--- config.mk ---
export PLATFORM = sky130hd
export DESIGN_NAME = pipe_sel_reg
export DESIGN_NICKNAME = d
export VERILOG_FILES = /design/src/rtl/pipe_sel_reg_pkg.sv /design/src/rtl/pipe_skid_buf.sv /design/src/rtl/pipe_sel_reg.sv
export SDC_FILE = /design/constraint.sdc
export NUM_CORES = 1
export LEC_CHECK = 0
export ABC_AREA = 1
export BUFFER_PORTS_ARGS = -buffer_cell sky130_fd_sc_hd__buf_2
export CORE_MARGIN = 2
export CORE_UTILIZATION = 51
export DETAILED_ROUTE_END_ITERATION = 8
export GPL_ROUTABILITY_DRIVEN = 0
export PLACE_DENSITY = 0.81
export SLEW_MARGIN = 20
export SYNTH_ARGS = -nofsm -noshare
export SYNTH_HDL_FRONTEND = slang
export SYNTH_SLANG_ARGS = --single-unit
--- constraint.sdc ---
create_clock -name clk -period 3.6 [get_ports clk]
set_input_delay 0.36 -clock clk [delete_from_list [all_inputs] [get_ports clk]]
set_output_delay 0.36 -clock clk [all_outputs]
set_load 0.01 [all_outputs]
--- src/rtl/pipe_sel_reg_pkg.sv ---
// Shared types and helpers for the selector/register-slice pipeline stage.
package pipe_sel_reg_pkg;

  // Occupancy of the 2-entry register slice: nothing, main only, main + skid.
  typedef enum logic [1:0] {
    SB_EMPTY = 2'd0,
    SB_MAIN  = 2'd1,
    SB_FULL  = 2'd2
  } skid_state_e;

  function automatic int sel_width(input int n);
    return (n > 1) ? $clog2(n) : 1;
  endfunction

endpackage

--- src/rtl/pipe_skid_buf.sv ---
// WIDTH-bit 2-entry valid/ready register slice with flush; in_ready comes straight from state.
module pipe_skid_buf
  import pipe_sel_reg_pkg::*;
#(
  parameter int               WIDTH     = 5,
  parameter logic [WIDTH-1:0] RESET_VAL = '0
) (
  input  logic             clk,
  input  logic             reset_n,
  input  logic             flush,
  input  logic [WIDTH-1:0] in_data,
  input  logic             in_valid,
  output logic             in_ready,
  output logic [WIDTH-1:0] out_data,
  output logic             out_valid,
  input  logic             out_ready
);

  skid_state_e      r_state;
  skid_state_e      w_state_nxt;
  logic             w_push;
  logic             w_pop;
  logic             w_load_in;
  logic             w_load_skid;
  logic             w_fill_skid;
  logic [WIDTH-1:0] r_main_p1;
  logic [WIDTH-1:0] r_skid_p1;

  assign in_ready  = (r_state != SB_FULL);
  assign out_valid = (r_state != SB_EMPTY);
  assign out_data  = r_main_p1;
  assign w_push    = in_valid & in_ready;
  assign w_pop     = out_valid & out_ready;

  always_comb begin
    w_state_nxt = r_state;
    w_load_in   = 1'b0;
    w_load_skid = 1'b0;
    w_fill_skid = 1'b0;
    case (r_state)
      SB_EMPTY: begin
        if (w_push) begin
          w_state_nxt = SB_MAIN;
          w_load_in   = 1'b1;
        end
      end
      SB_MAIN: begin
        if (w_push && w_pop) begin
          w_load_in = 1'b1;
        end else if (w_push) begin
          w_state_nxt = SB_FULL;
          w_fill_skid = 1'b1;
        end else if (w_pop) begin
          w_state_nxt = SB_EMPTY;
        end
      end
      SB_FULL: begin
        // in_ready is low here, so a pop can only refill main from the skid entry
        if (w_pop) begin
          w_state_nxt = SB_MAIN;
          w_load_skid = 1'b1;
        end
      end
      default: w_state_nxt = SB_EMPTY;
    endcase
  end

  always_ff @(posedge clk) begin
    if (!reset_n || flush) begin
      r_state <= SB_EMPTY;
    end else begin
      r_state <= w_state_nxt;
    end
  end

  // Stage p1: main register drives the output; it returns to RESET_VAL on reset or flush
  always_ff @(posedge clk) begin
    if (!reset_n || flush) begin
      r_main_p1 <= RESET_VAL;
    end else if (w_load_in) begin
      r_main_p1 <= in_data;
    end else if (w_load_skid) begin
      r_main_p1 <= r_skid_p1;
    end
  end

  always_ff @(posedge clk) begin
    if (w_fill_skid) begin
      r_skid_p1 <= in_data;
    end
  end

endmodule

--- src/rtl/pipe_sel_reg.sv ---
// N:1 operand select with range check and sticky error flag, registered through a skid slice.
module pipe_sel_reg
  import pipe_sel_reg_pkg::*;
#(
  parameter int               WIDTH       = 5,
  parameter int               NUM_IN      = 2,
  parameter int               DEFAULT_IDX = 0,
  parameter logic [WIDTH-1:0] RESET_VAL   = '0,
  localparam int              SEL_W       = sel_width(NUM_IN)
) (
  input  logic                    clk,
  input  logic                    reset_n,
  input  logic [NUM_IN*WIDTH-1:0] in_data,
  input  logic [SEL_W-1:0]        sel,
  input  logic                    in_valid,
  output logic                    in_ready,
  output logic [WIDTH-1:0]        out_data,
  output logic                    out_valid,
  input  logic                    out_ready,
  input  logic                    flush,
  output logic                    sel_err
);

  logic [WIDTH-1:0] w_sel_data_p0;
  logic             w_sel_oor_p0;
  logic             r_sel_err;

  // Stage p0: combinational select; out-of-range indices fall back to DEFAULT_IDX
  always_comb begin
    w_sel_data_p0 = in_data[DEFAULT_IDX*WIDTH +: WIDTH];
    for (int i = 0; i < NUM_IN; i++) begin
      if (sel == SEL_W'(i)) begin
        w_sel_data_p0 = in_data[i*WIDTH +: WIDTH];
      end
    end
  end

  assign w_sel_oor_p0 = (32'(sel) >= 32'(NUM_IN));

  // Flushed words are dropped, so they must not raise the error either
  always_ff @(posedge clk) begin
    if (!reset_n) begin
      r_sel_err <= 1'b0;
    end else if (!flush && in_valid && in_ready && w_sel_oor_p0) begin
      r_sel_err <= 1'b1;
    end
  end

  assign sel_err = r_sel_err;

  pipe_skid_buf #(
    .WIDTH    (WIDTH),
    .RESET_VAL(RESET_VAL)
  ) u_skid (
    .clk      (clk),
    .reset_n  (reset_n),
    .flush    (flush),
    .in_data  (w_sel_data_p0),
    .in_valid (in_valid),
    .in_ready (in_ready),
    .out_data (out_data),
    .out_valid(out_valid),
    .out_ready(out_ready)
  );

endmodule
Word level (Yosys, flattened, before mapping)

Index checks and enable logic that the tools add are counted.

Flip-flop bits (word level): 12
Input port bits: 16
Output and inout bits: 8

Eq/ne operators: 7
Mux-type cells: 16
Bitwise operators: 2
Reduce and logical (&&, ||, !) cells: 7

Operator list:

| kind               | count |
|---|---|
| $mux 5             | 3 |
| $mux 2             | 5 |
| $mux 1             | 6 |
| $pmux 2 s3         | 1 |
| $ne 2x1->1 const B | 2 |
| $ne 2x2->1 const B | 2 |
| $reduce_and 4->1   | 1 |
| $reduce_bool 2->1  | 2 |
| $ne 3x1->1 const B | 1 |
| $and 1x1->1        | 2 |
| $eq 2x1->1 const B | 1 |
| $eq 2x2->1 const B | 1 |
| $logic_not 2->1    | 1 |
| $pmux 1 s2         | 1 |
| $logic_and 1x1->1  | 1 |
| $logic_not 1->1    | 1 |
| $logic_or 1x1->1   | 1 |

Longest topological paths before layout

Gate-level depths: netlist of run 1.

Word-level depth: 6
Mapped depth: 8

Modules after synthesis

Synthesis of run 1 repeated with hierarchy kept, for this count alone.

Cell total of the unflattened synthesis: 83
Area total of the unflattened synthesis: 646.9 um2

Modules (own cells, without submodules):

| module        | instances | cells each | area each (um2) | sequential area each (um2) |
|---|---|---|---|---|
| pipe_skid_buf | 1         | 65         | 575.6           | 290.3 |
| pipe_sel_reg  | 1         | 18         | 71.3            | 0.0 |

Least setup slack after synthesis of run 1

OpenSTA, ideal clock, no wires.

Path type: input-to-reg
From: in out_ready
To: reg u_skid.r_skid_p1[0], enable pin
Library setup time: 347 ps
Data arrival time: 864 ps
Data required time: 3,253 ps
Path slack: 2,388 ps
Cell stages on the path: 4
Path buffers: 1
Cells stage by stage: buf_6 inv_4 nand2_2 nor2_1

Longest elaborated chain between the ends: 4

RTL lines:

| what                   | RTL line            | text |
|---|---|---|
| start, declared        | pipe_sel_reg.sv:19  | `input logic out_ready,` |
| $and 1x1->1            | pipe_skid_buf.sv:33 | `assign w_pop = out_valid & out_ready;` |
| $logic_and 1x1->1      | pipe_skid_buf.sv:48 | `if (w_push && w_pop) begin` |
| $mux 1                 | pipe_skid_buf.sv:48 |  |
| $mux 1                 | pipe_skid_buf.sv:40 | `case (r_state)` |
| via u_skid.w_fill_skid | pipe_skid_buf.sv:25 | `logic w_fill_skid;` |
| end signal, assigned   | pipe_skid_buf.sv:89 | `r_skid_p1 <= in_data;` |
| end, declared          | pipe_skid_buf.sv:27 | `logic [WIDTH-1:0] r_skid_p1;` |

The timed path passes the listed nets, and every way through them passes these cells.
A chain may end at the register's enable or synchronous reset.

Worst setup path in the final report of run 1

From: reg u_skid.r_state[1]
To: out in_ready

Longest elaborated chain between the ends: 1

RTL lines:

| what                   | RTL line            | text |
|---|---|---|
| start, declared        | pipe_skid_buf.sv:19 | `skid_state_e r_state;` |
| start signal, assigned | pipe_skid_buf.sv:72 | `r_state <= w_state_nxt;` |
| $ne 2x2->1             | pipe_skid_buf.sv:29 | `assign in_ready = (r_state != SB_FULL);` |
| end, declared          | pipe_sel_reg.sv:16  | `output logic in_ready,` |

Every way passes these cells.

==> results of run 1 <==
metrics by stage:
| step | setup slack [ns] | cell area [um^2] | instances | utilization | hold slack, ns |
|---|---|---|---|---|---|
| floorplan | 2.39 | 698 | 94 | - | 0.529 |
| global placement | 2.24 | 792 | 127 | 0.616 | 0.477 |
| detailed placement | 2.16 | 792 | 127 | 0.616 | 0.484 |
| CTS | 2.11 | 818 | 131 | 0.637 | 0.396 |
| global route | 2.07 | 818 | 131 | 0.637 | 0.418 |
| finish | 2.12 | 818 | 131 | 0.637 | 0.398 |
synth_stat cells:
cell type and instances:
inv_2 2, a21oi_1 2, o21ai_0 4, o21ai_1 4, nand4_1 2, conb_1 1
nand3_2 1, o21a_1 1, nor2_4 3, inv_1 17, buf_6 2, nand2_1 20
dfxtp_1 7, buf_4 1, buf_2 1, o211ai_1 1, nand2_2 3, nand2_4 1
nand3_1 7, edfxtp_1 5, nor2_1 8, inv_4 1
layer usage:
metal / vias to the layer above / routed length [um]
met5: - / 0
met4: 0 / 38
met3: 4 / 59
met2: 20 / 595
met1: 263 / 588
li1: 330 / -
where the power goes:
group | leakage [nW] | internal (mW) | switching [mW]
logic | 0.315 | 0.0185 | 0.0274
clock network | 0.0150 | 0.0429 | 0.0449
registers | 0.102 | 0.146 | 0.00232
total | 0.432 | 0.207 | 0.0746
cells by family after synthesis:
group,synth area share
and+or+nand+nor,0.324
DFF,0.416
other,0.00537
AOI/OAI and AO/OA,0.0932
buffers and inverters,0.161
worst max-delay path, delay by kind of cell, from the launching register on:
family,cells,cell delay [ns]
buffers and inverters,1,0.16
DFF,1,0.54
and+or+nand+nor,1,0.14
layout make-up:
class | instances | area, um^2
Timing Repair Buffer | 22 | 110
Inverter | 20 | 77.6
Tap cell | 15 | 18.8
Sequential cell | 12 | 290
Multi-Input combinational cell | 58 | 295
Clock buffer | 4 | 26.3
Fill cell | 119 | 467
registers in the layout, summed over array words and instances, names as in the netlist:
name / flops
u_skid.out_data: 5
u_skid.r_skid_p1: 5
u_skid.r_state: 2
worst max-delay path by stage:
stage / startpoint / to / slack, ns / cells past startpoint
after floorplan: out_ready / u_skid.r_skid_p1[0] / 2.39 / 4
after global placement: out_ready / u_skid.r_skid_p1[1] / 2.24 / 4
after detailed placement: out_ready / u_skid.r_skid_p1[1] / 2.16 / 4
after CTS: u_skid.r_state[1] / in_ready / 2.11 / 2
after global routing: u_skid.r_state[1] / in_ready / 2.07 / 2
final: u_skid.r_state[1] / in_ready / 2.12 / 2
==> results.sh, run 1 <==
export IMPL_finalNetCount=133
export IMPL_dr_pass1_iters=4
export IMPL_vias=617
export IMPL_ctsResizeCount=0
export IMPL_drt_total_wl_um=1280
export IMPL_grt_busiest_layer="met2"
export IMPL_wire_per_inst_um=9.79
export IMPL_clk_pin_slew_worst_paths_ns=0.08
export IMPL_clkLatencyLatePin_ns=0.27
export IMPL_min_from="in_data[4]"
export IMPL_cp_arrival_ns=1.12
export IMPL_dp_final_hpwl_um=1010
export IMPL_grt_first_pass_wirelength_um=2020
export IMPL_ir_worst_vdd_v=0.000212
export IMPL_die_w_um=41
export IMPL_design_core_area_um2=1280
export IMPL_cts_max_level=1
export IMPL_ys_ff_latch=12
export IMPL_max_clock_freq_mhz=676
export IMPL_num_rows=13
export IMPL_cts_made_buffers=3
export IMPL_whs_path_depth=3
export IMPL_drv_cap=0
export IMPL_worstPathMaxFanout=8
export IMPL_antenna_found_initial=0
export IMPL_viasPerCell=4.71
export IMPL_drtIter0Drc=6
export IMPL_finalCritPeriodShare=0.411
export IMPL_cts_root_buf="clkbuf_4"
export IMPL_reg2reg_slack_ns=2.21
export IMPL_fin_skew_ns=0.00632
export IMPL_cts_tree="yes"
export IMPL_post_cts_buffers=0
export IMPL_dieArea_um2=1680
export IMPL_fp_dieH_um=41
export IMPL_end_kind="output port"
export IMPL_finalHoldViolCount=0
export IMPL_antenna_cells=0
export IMPL_slowest_stage="dfxtp_1"
export IMPL_power_leakage_nw=0.432
export IMPL_hp_class="input pin to flip-flop"
export IMPL_boundaryPins=24
export IMPL_ctsHoldBuffers=0
export IMPL_clock_sinks=12
export IMPL_drive_above_1_share=0.310
export IMPL_setup_violations=0
export IMPL_grt_util_met1=0.242
export IMPL_worst_slew_pin_slew_ns=0.517
export IMPL_r2r_cells=3
export IMPL_powerDensity_nw_per_um2=344
export IMPL_yosysUniqueCellTypes=22
export IMPL_reg2reg_to="u_skid.r_skid_p1[0]"
export IMPL_use_met2=0.301
export IMPL_syn_mean_instance_area_um2=7.43
export IMPL_synthCells=94
export IMPL_finalWorstPathRequiredPeriod_ns=1.48
export IMPL_design_power_total_mw=0.282
export IMPL_yosys_warnings=0
export IMPL_cts_buffer_depth=2
export IMPL_yosysTopAreaCellShare=0.215
export IMPL_gr_total_overflow=0
export IMPL_crit_type="flip-flop to output port"
export IMPL_track_usage=0.196
export IMPL_slew_headroom=0.654
export IMPL_slowest_delay_ns=0.54
export IMPL_cp_start_kind="flip-flop"
export IMPL_outcome="completed"
export IMPL_min_to="u_skid.r_skid_p1[4]"
export IMPL_drt_antenna_violating_nets=0
export IMPL_layout_commonest_cell="buf_2"
export IMPL_start_util=0.543
export IMPL_grt_pass1_vias=477
export IMPL_cp_cell_sequence="nand2_1 -> buf_2"
export IMPL_tns_ns=0
export IMPL_r2r_start="u_skid.r_state[1]"
export IMPL_synth_nets=110
export IMPL_grt_use_met3=0.0326
export IMPL_slew_viol_final=0
export IMPL_area_growth_pct=17.2
export IMPL_required_ns=3.24
export IMPL_drc=0
export IMPL_yosys_top_cells_area="edfxtp_1, dfxtp_1, nand2_1"
export IMPL_synth_top_cell_by_area="edfxtp_1"
export IMPL_ys_seq_area_frac=0.416
export IMPL_synth_cell_area_um2=698
export IMPL_port_buffers=22
export IMPL_rsz0062_at_grt="no"
export IMPL_layout_common_cells="buf_2, nand2_1, inv_1, nor2_1"
export IMPL_grt_start_max_net_pins=11
Note: power is estimated with default switching activity, not from simulation.
==> run 2: changes to the inputs <==
--- a/config.mk
+++ b/config.mk
@@ -8,10 +8,10 @@
 export ABC_AREA = 1
 export BUFFER_PORTS_ARGS = -buffer_cell sky130_fd_sc_hd__buf_2
 export CORE_MARGIN = 2
-export CORE_UTILIZATION = 51
+export CORE_UTILIZATION = 43
 export DETAILED_ROUTE_END_ITERATION = 8
 export GPL_ROUTABILITY_DRIVEN = 0
-export PLACE_DENSITY = 0.81
+export PLACE_DENSITY = 0.73
 export SLEW_MARGIN = 20
 export SYNTH_ARGS = -nofsm -noshare
 export SYNTH_HDL_FRONTEND = slang
==> constraint.sdc (replaced) <==
create_clock -name clk -period 1.3 [get_ports clk]
set_input_delay 0.13 -clock clk [delete_from_list [all_inputs] [get_ports clk]]
set_output_delay 0.13 -clock clk [all_outputs]
set_load 0.01 [all_outputs]
==> run 2 against run 1 <==
  * Utilization is 8.7 points lower
  * Power grew to 2.7 times the previous value
  * Worst setup slack worse by 2.0 ns
  * Critical path type unchanged
  * Largest cell class unchanged
==> results.sh, run 2 (synthesized netlist as in run 1, its figures left out) <==
export IMPL_outcome="completed"
export IMPL_port_buffers=22
export IMPL_drive_above_1_share=0.325
export IMPL_die_w_um=44.3
export IMPL_finalHoldViolCount=0
export IMPL_cts_buffer_depth=2
export IMPL_min_to="u_skid.r_skid_p1[4]"
export IMPL_cts_tree="yes"
export IMPL_clk_pin_slew_worst_paths_ns=0.07
export IMPL_end_kind="output port"
export IMPL_tns_ns=0
export IMPL_grt_first_pass_wirelength_um=1880
export IMPL_grt_start_max_net_pins=11
export IMPL_boundaryPins=24
export IMPL_grt_pass1_vias=449
export IMPL_finalNetCount=134
export IMPL_clock_sinks=12
export IMPL_layout_common_cells="buf_2, nand2_1, inv_1, nor2_1, nand3_1"
export IMPL_dp_final_hpwl_um=972
export IMPL_slew_viol_final=0
export IMPL_viasPerCell=4.51
export IMPL_r2r_start="u_skid.r_state[0]"
export IMPL_crit_type="flip-flop to output port"
export IMPL_r2r_cells=3
export IMPL_max_clock_freq_mhz=841
export IMPL_num_rows=14
export IMPL_finalCritPeriodShare=0.915
export IMPL_drv_cap=0
export IMPL_post_cts_buffers=0
export IMPL_area_growth_pct=18.6
export IMPL_dieArea_um2=1960
export IMPL_whs_path_depth=3
export IMPL_min_from="in_data[4]"
export IMPL_finalWorstPathRequiredPeriod_ns=1.19
export IMPL_cp_start_kind="flip-flop"
export IMPL_layout_commonest_cell="buf_2"
export IMPL_rsz0062_at_grt="no"
export IMPL_fp_dieH_um=44.3
export IMPL_fin_skew_ns=0.00365
export IMPL_required_ns=1.17
export IMPL_reg2reg_slack_ns=0.25
export IMPL_hold_worst_slack_ns=0.170
export IMPL_ctsResizeCount=0
export IMPL_dr_pass1_iters=4
export IMPL_drt_antenna_violating_nets=0
export IMPL_fillers=153
export IMPL_track_usage=0.134
export IMPL_start_util=0.463
export IMPL_worstPathMaxFanout=5
export IMPL_drt_total_wl_um=1230
export IMPL_powerDensity_nw_per_um2=933
export IMPL_drtIter0Drc=18
export IMPL_drc=0
export IMPL_design_core_area_um2=1510
export IMPL_place_area_um2=801
export IMPL_antenna_cells=0
export IMPL_setup_violations=0
export IMPL_cts_max_level=1
export IMPL_gr_total_overflow=0
export IMPL_antenna_found_initial=0
export IMPL_cp_arrival_ns=1.06
export IMPL_hp_class="input pin to flip-flop"
export IMPL_wire_per_inst_um=9.28
export IMPL_finalInstanceArea_um2=828
export IMPL_power_leakage_nw=0.439
export IMPL_ir_worst_vdd_v=0.000343
export IMPL_design_power_total_mw=0.773
export IMPL_reg2reg_to="u_skid.r_skid_p1[0]"
export IMPL_ctsHoldBuffers=0
export IMPL_cts_root_buf="clkbuf_4"
export IMPL_clkLatencyLatePin_ns=0.28
export IMPL_cts_made_buffers=3
export IMPL_vias=600
## run 2: cell count changes in the layout (fill, tap and decap cells not counted), sizes merged
cell / before / now
buf: 22 / 23
clkbuf: 4 / 3
clkinv: 0 / 1
## run 2: how the worst max path moves through the flow
stage	start	to	slack, ns	depth (start not counted)
3_3_place_gp	u_skid.r_state[1]	u_skid.r_state[1]	0.18	5
2_1_floorplan	u_skid.r_state[1]	u_skid.r_skid_p1[0]	0.13	4
4_1_cts	u_skid.r_state[1]	in_ready	0.05	2
6_report	u_skid.r_state[0]	in_ready	0.11	3
5_1_grt	u_skid.r_state[0]	in_ready	0.05	3
3_5_place_dp	u_skid.r_state[1]	u_skid.r_state[1]	0.16	5
## run 2: worst max-delay path, cell delays in order, from the launching register on
cell and delay, ns:
dfxtp_1 0.42, inv_2 0.10, nand2_1 0.12, buf_2 0.14
## run 2: routing by layer
| layer | global-route usage | vias up | share of wire | routed length [um] |
|---|---|---|---|---|
| met4 | 0.109 | 0 | 0.017 | 21 |
| met3 | 0 | 2 | 0.058 | 72 |
| met5 | 0 | - | 0 | 0 |
| li1 | - | 333 | - | - |
| met1 | 0.201 | 245 | 0.50 | 622 |
| met2 | 0.179 | 20 | 0.42 | 518 |
## run 2: final cells by class
| type | instances | area [um^2] | area share |
|---|---|---|---|
| multi-input combinational | 58 | 295 | 0.356 |
| clock buffer | 3 | 22.5 | 0.0272 |
| clock inverter | 1 | 3.75 | 0.00453 |
| sequential | 12 | 292 | 0.352 |
| inverter | 20 | 77.6 | 0.0937 |
| tap | 16 | 20.0 | 0.0242 |
| timing repair buffer | 23 | 118 | 0.142 |
## run 2: per-stage QoR
step / cells / worst slack (ns) / util
final: 133 / 0.111 / 0.550
after global routing: 133 / 0.0469 / 0.550
after CTS: 133 / 0.0519 / 0.549
after detailed placement: 129 / 0.164 / 0.532
after global placement: 129 / 0.184 / 0.532
after floorplan: 94 / 0.129 / -
## run 2: report_power, final
group / switching (mW) / leakage, nW / internal [mW]
registers: 0.00648 / 0.103 / 0.404
clock network: 0.124 / 0.0154 / 0.111
logic: 0.0756 / 0.321 / 0.0520
